===== src/rtl/store_buffer.sv =====
// Post-commit store buffer: in-order FIFO of translated stores, drained to the
// data cache once the ROB grants commit, with combinational store-to-load forwarding.
module store_buffer #(
    parameter int N                = 4,
    parameter int WORD_SIZE        = 32,
    parameter int WIDTH            = 32,
    parameter int ROB_ENTRY_WIDTH  = 3,
    parameter int SIZE_WRITE_WIDTH = 2,
    parameter int INIT             = 0
) (
    input  logic                        clk,
    input  logic                        rst,
    input  logic [WORD_SIZE-1:0]        store_value,
    input  logic [WIDTH-1:0]            physical_address,
    input  logic [ROB_ENTRY_WIDTH-1:0]  input_rob_id,
    input  logic [SIZE_WRITE_WIDTH-1:0] op_size,
    input  logic                        store,
    input  logic                        TLBexception,
    input  logic                        store_permission,
    input  logic [ROB_ENTRY_WIDTH-1:0]  store_permission_rob_id,
    input  logic                        store_success,
    output logic [WORD_SIZE-1:0]        cache_store_value,
    output logic [WIDTH-1:0]            cache_physical_address,
    output logic                        cache_wenable,
    output logic [SIZE_WRITE_WIDTH-1:0] cache_store_size,
    output logic                        full,
    output logic [WORD_SIZE-1:0]        bypass_value,
    output logic                        bypass_needed,
    output logic                        bypass_possible
);

    localparam int AW = $clog2(N);
    localparam logic [AW:0] N_ENTRIES = (AW+1)'(N);

    logic [AW-1:0]               head_q, head_d, tail_q, tail_d;
    logic [AW:0]                 entries_q, entries_d;
    logic [WORD_SIZE-1:0]        value_q [N];
    logic [WORD_SIZE-1:0]        value_d [N];
    logic [WIDTH-1:0]            addr_q [N];
    logic [WIDTH-1:0]            addr_d [N];
    logic [SIZE_WRITE_WIDTH-1:0] size_q [N];
    logic [SIZE_WRITE_WIDTH-1:0] size_d [N];
    logic [ROB_ENTRY_WIDTH-1:0]  rob_id_q [N];
    logic [ROB_ENTRY_WIDTH-1:0]  rob_id_d [N];
    logic [N-1:0]                can_store_q, can_store_d;
    logic [N-1:0]                valid_q, valid_d;

    // Architectural names of the buffer state; all logic below reads these.
    logic [AW-1:0]               head, tail;
    logic [AW:0]                 entries;
    logic [WORD_SIZE-1:0]        value [N];
    logic [WIDTH-1:0]            physical_addresses [N];
    logic [SIZE_WRITE_WIDTH-1:0] size [N];
    logic [ROB_ENTRY_WIDTH-1:0]  rob_id [N];
    logic [N-1:0]                can_store, valid;

    assign head               = head_q;
    assign tail               = tail_q;
    assign entries            = entries_q;
    assign value              = value_q;
    assign physical_addresses = addr_q;
    assign size               = size_q;
    assign rob_id             = rob_id_q;
    assign can_store          = can_store_q;
    assign valid              = valid_q;

    // Size code to bit count; unused code 3 is treated as a full word.
    function automatic int size_bits(input logic [SIZE_WRITE_WIDTH-1:0] code);
        if (code == SIZE_WRITE_WIDTH'(0))      return 8;
        else if (code == SIZE_WRITE_WIDTH'(1)) return 16;
        else                                   return 32;
    endfunction

    function automatic logic [WIDTH:0] size_bytes(input logic [SIZE_WRITE_WIDTH-1:0] code);
        return (WIDTH+1)'(size_bits(code) / 8);
    endfunction

    logic            alloc, pop;
    logic [WIDTH:0]  ld_lo, ld_end;
    logic [N-1:0]    overlap, contain, perm_match;

    assign full          = (entries == N_ENTRIES);
    assign alloc         = store && !TLBexception && !full;
    assign cache_wenable = valid[head] && can_store[head];
    assign pop           = store_success && cache_wenable;

    assign cache_store_value      = cache_wenable ? value[head]              : '0;
    assign cache_physical_address = cache_wenable ? physical_addresses[head] : '0;
    assign cache_store_size       = cache_wenable ? size[head]               : '0;

    // Ranges use one extra bit so a range ending at the top of memory does not wrap.
    assign ld_lo  = {1'b0, physical_address};
    assign ld_end = ld_lo + size_bytes(op_size);

    generate
        for (genvar gi = 0; gi < N; gi++) begin : g_entry
            logic [WIDTH:0] st_lo, st_end;
            assign st_lo          = {1'b0, physical_addresses[gi]};
            assign st_end         = st_lo + size_bytes(size[gi]);
            assign overlap[gi]    = valid[gi] && (st_lo < ld_end) && (ld_lo < st_end);
            assign contain[gi]    = (st_lo <= ld_lo) && (ld_end <= st_end);
            assign perm_match[gi] = valid[gi] && !can_store[gi] &&
                                    (rob_id[gi] == store_permission_rob_id);
        end
    endgenerate

    // Scan oldest to youngest: last overlap wins forwarding, first match wins the grant.
    logic          fwd_found, perm_found;
    logic [AW-1:0] fwd_idx, perm_idx, scan_idx;

    always_comb begin
        fwd_found  = 1'b0;
        fwd_idx    = '0;
        perm_found = 1'b0;
        perm_idx   = '0;
        scan_idx   = head;
        for (int i = 0; i < N; i++) begin
            scan_idx = head + AW'(i);
            if (overlap[scan_idx]) begin
                fwd_found = 1'b1;
                fwd_idx   = scan_idx;
            end
            if (!perm_found && perm_match[scan_idx]) begin
                perm_found = 1'b1;
                perm_idx   = scan_idx;
            end
        end
    end

    logic [WORD_SIZE-1:0] fwd_mask;
    logic [WIDTH-1:0]     fwd_shift;

    always_comb begin
        fwd_mask = '1;
        if (size_bits(op_size) < WORD_SIZE)
            fwd_mask = ~({WORD_SIZE{1'b1}} << size_bits(op_size));
        fwd_shift       = (physical_address - physical_addresses[fwd_idx]) << 3;
        bypass_needed   = fwd_found;
        bypass_possible = fwd_found && contain[fwd_idx];
        bypass_value    = '0;
        if (bypass_possible)
            bypass_value = (value[fwd_idx] >> fwd_shift) & fwd_mask;
    end

    always_comb begin
        head_d      = head;
        tail_d      = tail;
        entries_d   = entries;
        value_d     = value;
        addr_d      = physical_addresses;
        size_d      = size;
        rob_id_d    = rob_id;
        can_store_d = can_store;
        valid_d     = valid;

        if (store_permission && perm_found)
            can_store_d[perm_idx] = 1'b1;

        if (pop) begin
            valid_d[head]     = 1'b0;
            can_store_d[head] = 1'b0;
            head_d            = head + AW'(1);
        end

        if (alloc) begin
            value_d[tail]     = store_value;
            addr_d[tail]      = physical_address;
            size_d[tail]      = op_size;
            rob_id_d[tail]    = input_rob_id;
            valid_d[tail]     = 1'b1;
            can_store_d[tail] = 1'b0;
            tail_d            = tail + AW'(1);
        end

        case ({alloc, pop})
            2'b10:   entries_d = entries + (AW+1)'(1);
            2'b01:   entries_d = entries - (AW+1)'(1);
            default: entries_d = entries;
        endcase
    end

    always_ff @(posedge clk) begin
        if (rst) begin
            head_q      <= '0;
            tail_q      <= '0;
            entries_q   <= '0;
            can_store_q <= '0;
            valid_q     <= '0;
            for (int i = 0; i < N; i++) begin
                value_q[i]  <= WORD_SIZE'(INIT);
                addr_q[i]   <= WIDTH'(INIT);
                size_q[i]   <= '0;
                rob_id_q[i] <= '0;
            end
        end else begin
            head_q      <= head_d;
            tail_q      <= tail_d;
            entries_q   <= entries_d;
            can_store_q <= can_store_d;
            valid_q     <= valid_d;
            value_q     <= value_d;
            addr_q      <= addr_d;
            size_q      <= size_d;
            rob_id_q    <= rob_id_d;
        end
    end

endmodule


===== config.mk =====
export PLATFORM = sky130hd
export DESIGN_NAME = store_buffer
export DESIGN_NICKNAME = d
export VERILOG_FILES = /design/src/rtl/store_buffer.sv
export SDC_FILE = /design/constraint.sdc
export NUM_CORES = 2
export LEC_CHECK = 0
export BUFFER_PORTS_ARGS = -buffer_cell sky130_fd_sc_hd__buf_2
export CAP_MARGIN = 25
export CORE_MARGIN = 2
export CORE_UTILIZATION = 50
export DETAILED_ROUTE_END_ITERATION = 10
export PLACE_DENSITY_LB_ADDON = 0.08
export SLEW_MARGIN = 15
export SYNTH_ARGS = -nofsm -noshare
export SYNTH_HDL_FRONTEND = slang
export SYNTH_SLANG_ARGS = --single-unit

===== constraint.sdc =====
create_clock -name clk -period 25.4 [get_ports clk]
set_input_delay 5.08 -clock clk [delete_from_list [all_inputs] [get_ports clk]]
set_output_delay 5.08 -clock clk [all_outputs]
set_load 0.01 [all_outputs]

=== Word level (Yosys, flattened, before mapping) ===
Cells that the tools add are included.

* Bits in registers: 291
* Output and inout bits: 102
* Word-level logic and storage cells: 244

* $add $sub $neg: 17
* Order comparisons: 31
* Equality and inequality tests: 12
* Shifts and indexed selects: 2
* Multiplexer cells: 91
* Bitwise logic cells: 17
* Reductions and logical operators: 53

{| class="wikitable"
|+ Operators with widths
! kind !! count
|-
| two-way mux 32 bit || 12
|-
| less-than comparator 32 x 33 -> 1 bit || 8
|-
| binary-select mux 32 bit (select 2 bit) || 4
|-
| bitwise mux 128 bit || 2
|-
| adder 32 x 33 -> 33 bit || 5
|-
| adder 33 x 1 -> 33 bit || 5
|-
| less-or-equal comparator 33 bit || 4
|-
| less-or-equal comparator 32 bit || 4
|-
| demux 32 bit (select 2 bit) || 1
|-
| two-way mux 6 bit || 10
|-
| two-way mux 29 bit || 2
|-
| logical AND 1 bit || 33
|-
| bitwise AND 32 bit || 1
|-
| less-than comparator 32 x 7 -> 1 bit (second input constant) || 1
|-
| NOT 32 bit || 1
|-
| left shift 32 x 32 -> 32 bit (first input constant) || 1
|-
| >> shifter 32 x 32 -> 32 bit || 1
|-
| subtractor 29 bit || 1
|-
| two-way mux 2 bit || 12
|-
| binary-select mux 1 bit (select 2 bit) || 11
|-
| two-way mux 1 bit || 22
|-
| less-than comparator 2 x 3 -> 1 bit (second input constant) || 7
|-
| two-way mux 4 bit || 5
|-
| OR reduction 3 bit || 5
|-
| 27 further kinds || 65
|}

=== Depth between registers and ports, before layout ===
* Word-level depth: 25
* Gate-level depth with buffers: 46
* Gate-level depth less buffers: 39

=== Worst setup path before layout ===
No wires, ideal clock.

* Path type: in2out
* Start: input op_size[1]
* End: output bypass_value[25]
* Arrival time: 15.076 ns
* Required time: 20.320 ns
* Path slack: 5.244 ns
* Cell stages on the path: 45
* Buffers on the path: 8
* Cells stage by stage: clkbuf_1 -> nor2_1 -> ha_1 -> fa_1 -> a21oi_1 -> or4_1 -> buf_2 -> nor3_1 -> nand2b_1 -> nor3_1 -> xnor2_1 -> inv_1 -> ha_1 -> a21oi_1 -> o21ai_0 -> a2111oi_0 -> o2111a_1 -> o21ai_0 -> [9 not listed] -> a21oi_1 -> ha_1 -> fa_1 -> xor2_1 -> o311a_1 -> nand4_1 -> a2111oi_0 -> o211ai_1 -> a211oi_1 -> nand4_1 -> nor3_1 -> nand3_1 -> or4_1 -> nor4_1 -> or4b_1 -> buf_2 -> buf_6 -> nor3b_2

* Cells in the longest elaborated chain, start to end: 23
* Elaborated cells between the ends (all ways): 63
* Classes of those cells: add/sub (3); order compare (9); eq/ne (1); shift (2); mux (29); bitwise (4); reduce/logical (15)

{| class="wikitable"
|+ RTL lines
! item !! RTL line !! RTL
|-
| start: declaration || 16 || <nowiki>input logic [SIZE_WRITE_WIDTH-1:0] op_size,</nowiki>
|-
| zero test 2 bit || 69 || <nowiki>if (code == SIZE_WRITE_WIDTH'(0)) return 8;</nowiki>
|-
| two-way mux 6 bit * || 69 ||
|-
| OR reduction 3 bit (no line) || - ||
|-
| bitwise AND 1 bit (no line) || - ||
|-
| adder 33 x 1 -> 33 bit (no line) || - ||
|-
| adder 32 x 33 -> 33 bit || 93 || <nowiki>assign ld_end = ld_lo + size_bytes(op_size);</nowiki>
|-
| less-than comparator 32 x 33 -> 1 bit || 100 || <nowiki>assign overlap[gi] = valid[gi] && (st_lo < ld_end) && (ld_lo < st_end);</nowiki>
|-
| logical AND 1 bit (2 in series) || 100 ||
|-
| [2 not listed] || - ||
|-
| two-way mux 2 bit (4 in series) || 119 || <nowiki>if (overlap[scan_idx]) begin</nowiki>
|-
| NOT 2 -> 3 bit (not written as such) || 137, 142 ||
|-
| binary-select mux 32 bit (select 2 bit) || 137 || <nowiki>fwd_shift = (physical_address - physical_addresses[fwd_idx]) << 3;</nowiki>
|-
| two-way mux 29 bit (not written as such) (2 in series) || 137 ||
|-
| subtractor 29 bit || 137 ||
|-
| >> shifter 32 x 32 -> 32 bit || 142 || <nowiki>bypass_value = (value[fwd_idx] >> fwd_shift) & fwd_mask;</nowiki>
|-
| bitwise AND 32 bit || 142 ||
|-
| two-way mux 32 bit * || 141 || <nowiki>if (bypass_possible)</nowiki>
|-
| end: declaration || 27 || <nowiki>output logic [WORD_SIZE-1:0] bypass_value,</nowiki>
|}

Mark *: on every way between the ends. The rest lies on a longest branch, timed or not. The select of a mux whose other input is x is not followed.

=== Final worst setup path ===
* Start: input op_size[1]
* End: output bypass_value[24]

The elaborated chain is that of the path after synthesis.

==> summary by stage <==
Run status
The flow ran to the end, and the final reports show no timing, DRC or antenna violations.

Synth
The average instance area after synthesis is 7.903 µm². The share of synthesized area occupied by flip-flops and latches is 18.64%. Synthesis produced a netlist with a net count of 4599. The Yosys step of the flow raised 0 warnings.

The number of different library cells used by synthesis comes to 81. After technology mapping, the gate count stands at just under 4000. In this run, synthesis produced a sequential element count of 291. The summed instance area of the synthesized netlist is 31250 µm². Of all flip-flops after synthesis, the portion carrying an async set or reset was 0%.

The most used flip-flop cell after synthesis is sky130_fd_sc_hd__dfxtp_1. In this run, synthesis inferred 0 flip-flops with an integrated enable.

Timing
For this run, the top clock speed supported by timing is 44.62 MHz. Setup repair after global routing left no endpoint under its margin. For the pin with the worst max-slew slack, the measured transition is 1204 ps. Headroom to the max-slew limit came out at 18.86%.

The final-report hold violation count came to 0. The final setup skew is 31.76 ps. Setup slack on the critical path of the routed design comes to 2988 ps. The worst path needs 22410 ps of the cycle, external delays included. The final worst-path cycle share is approximately nine tenths. The final count of pins violating max slew is 0. Setup violations remaining at the end of the flow were counted as 0. In the final timing run, aggregate negative setup slack is 0 ps.

Detailed routing
The routed length per instance is roughly 26 µm. The first TritonRoute pass finished after 8 iterations. After detailed routing, the number of remaining DRC violations is 0. The routed via count is 30900.

The routed design has 126.7 mm of wire. The residual antenna-violating net count after detailed routing is 0. The first routing iteration left 3313 violations. The detailed-route vias per instance is 6.316.

GRT
Entering global routing, the biggest net connects 134 pins. The number of global-route vias before repair is 27960. The initial antenna violation count came to 13. The first global-routing pass estimated ~190 mm of wire. The overall fraction of global-route tracks in use is between 30% and 40%. The global route total overflow is 0.

Worst setup path
The critical path endpoint category is an output port. The worst path required time is 20320 ps. On the worst path, the slowest cell contributes a delay of 880 ps. The maximum fanout count along the critical path is 39. Data on the critical path arrives at its endpoint at 17330 ps. The worst setup path is launched from an input port. The critical setup path kind is in -> out.

The largest individual stage delay along the critical path comes from the cell sky130_fd_sc_hd__nor4_1.

Clock tree
For this design, the CTS-stage hold fixing added 0 buffers. For this design, the sink count on the clock tree is 291. Clock-pin slew was measured on the worst setup and hold paths at 60 ps. Once the clock tree was built, the resizer swapped 0 gates to a different size. Clock tree synthesis selected as its root buffer the cell sky130_fd_sc_hd__clkbuf_16. At the later pin of the worst-skew pair, clock insertion delay measures 590 ps.

The number of buffers between clock root and the deepest sink is 3. Counting the buffers created by CTS gives 34. The clock tree from TritonCTS is done. The buffers inserted during post-CTS setup optimization is 0.

The number of H-tree levels is 2.

Finish
With fillers left out, the area of the finished cells amounts to 34060 µm². Across the whole layout, storage elements account for 5833 µm². The net count of the finished layout is 4670. The filler cells instantiated in the layout total about 6100.

The layout overhead on the synthesized area is 8.985%. The area of combinational cells with multiple inputs is around 24000 µm². The share of layout cells above drive strength 1 is a little over a tenth. The final design utilization is 55.19%.

Die
The number of placement rows is 91. The core region is 61710 µm². The die covers 64520 µm². The die is 254 µm tall. For this design the top-level I/O count stands at 180. The die extent in x is 254 µm. The effective utilization at floorplan is 50.64%.

Worst hold path
The path class of the tightest hold or removal check is reg -> reg.

Power
Power spread over the standard cell area amounts to 38.06 nW/µm². The maximum VDD drop is between 40 and 50 µV. For this design the static power due to leakage is around 14 nW.

Placement
Timing analysis after detailed placement gives a worst setup slack of 3475 ps. Port buffering added ~180 buffers. The routability congestion estimate from global placement is 1.078. The placed standard-cell area is about 33000 µm². The HPWL after detailed placement is between 90 and 100 mm.

Flow run
Max-cap violations in this run came to 0.
cells in the mapped netlist, drive strengths merged, types with 5 or more instances:
cell type	count	area [µm²]
a2111oi	11	115.1
a211oi	35	272.8
a21o	91	683.2
a21oi	508	2546
a221oi	11	96.34
a22o	9	78.83
a22oi	20	150.1
a31oi	16	100.1
and2	26	162.7
and3	35	219.0
and4	22	192.7
buf	39	192.7
clkbuf	151	566.8
dfxtp	291	5826
fa	7	140.1
ha	560	7007
inv	129	484.2
mux2	35	394.1
mux2i	106	1061
mux4	66	1486
nand2	748	2808
nand2b	29	181.4
nand3	98	490.5
nand4	119	744.5
nor2	123	461.7
nor2b	106	663.1
nor3	64	410.4
nor3b	16	145.1
nor4	18	127.6
o2111ai	5	43.79
o211ai	19	147.6
o21a	27	202.7
o21ai	152	764.5
o21bai	7	52.55
o221ai	6	52.55
or3	7	43.79
or4	6	45.04
xnor2	88	770.7
xor2	86	753.2
critical path, delay by kind of cell:
family	cells	cell delay, ps
XOR/XNOR	1	300
buffers and inverters	6	1640
multiplexers	1	410
AO/OA/AOI/OAI	13	3890
AND/OR/NAND/NOR	16	5020
adder cells (fa/ha/maj)	3	950
cell families after synthesis:
logic type | count (synthesis) | synth area share [%]
xor gates and xnor gates | 175 | 4.949
DFF | 291 | 18.64
AOI/OAI and AO/OA | 961 | 18.27
and+or+nand+nor | 1434 | 21.87
buffers and inverters | 319 | 3.980
muxes | 207 | 9.413
adders and majority gates | 567 | 22.87
cell usage in the layout, fill, tap and decap left out, types with 66 or more instances in the layout:
cell                      instances
sky130_fd_sc_hd__a21oi_1        507
sky130_fd_sc_hd__nor2b_1        106
sky130_fd_sc_hd__xor2_1          86
sky130_fd_sc_hd__nor2_1         123
sky130_fd_sc_hd__nand4_1        119
sky130_fd_sc_hd__dfxtp_1        289
sky130_fd_sc_hd__buf_2          180
sky130_fd_sc_hd__inv_1          128
sky130_fd_sc_hd__ha_1           560
sky130_fd_sc_hd__o21ai_0        149
sky130_fd_sc_hd__a21o_1          91
sky130_fd_sc_hd__mux2i_1        106
sky130_fd_sc_hd__nand3_1         98
sky130_fd_sc_hd__mux4_2          66
sky130_fd_sc_hd__xnor2_1         88
sky130_fd_sc_hd__nand2_1        744
routing by layer:
layer	vias to the layer above	routed length [µm]	track usage [%]	part of all wire [%]
met3	282	10720	6.678	8.5
met4	10	6107	16.89	4.8
li1	14500	-	-	-
met1	14710	53560	52.00	42
met5	-	61	0	0.048
met2	1391	56270	60.19	44
area by class of cell:
class | instances | share of cell area [%]
antenna | 10 | 0.07348
timing repair buffer | 225 | 3.909
clock inverter | 10 | 0.4298
sequential | 291 | 17.13
tap | 837 | 3.075
multi-input combinational | 3344 | 71.25
inverter | 129 | 1.422
clock buffer | 46 | 2.719
sequential cells by signal, indices dropped and copies added (netlist names):
signal / cells
addr_q: 128
can_store: 4
entries: 3
head: 2
rob_id: 12
size: 8
tail: 2
valid: 4
value: 128
path summary, 6_finish.rpt:
kind | from | endpoint | slack, ps | depth (start not counted)
setup / recovery | op_size[1] | bypass_value[24] | 2990 | 40
setup reg to reg | head[0] | entries[2] | 21040 | 12
hold reg to reg | rob_id[1] | rob_id[1] | 470 | 2
hold / removal | rob_id[1] | rob_id[1] | 470 | 2
through the flow:
stage	cells	hold WS, ps	total power [mW]
2_1_floorplan	3954	441.7	0.6907
3_3_place_gp	4814	453.5	0.7971
3_5_place_dp	4819	461.5	0.7977
4_1_cts	4875	469.1	1.292
5_1_grt	4887	482.7	1.352
6_report	4892	467.7	1.296
power by group:
group	switching, mW	internal, mW
sequential	0.0199	0.466
combinational	0.198	0.116
clock	0.218	0.278
total	0.436	0.860
(Power assumes the default switching activity.)
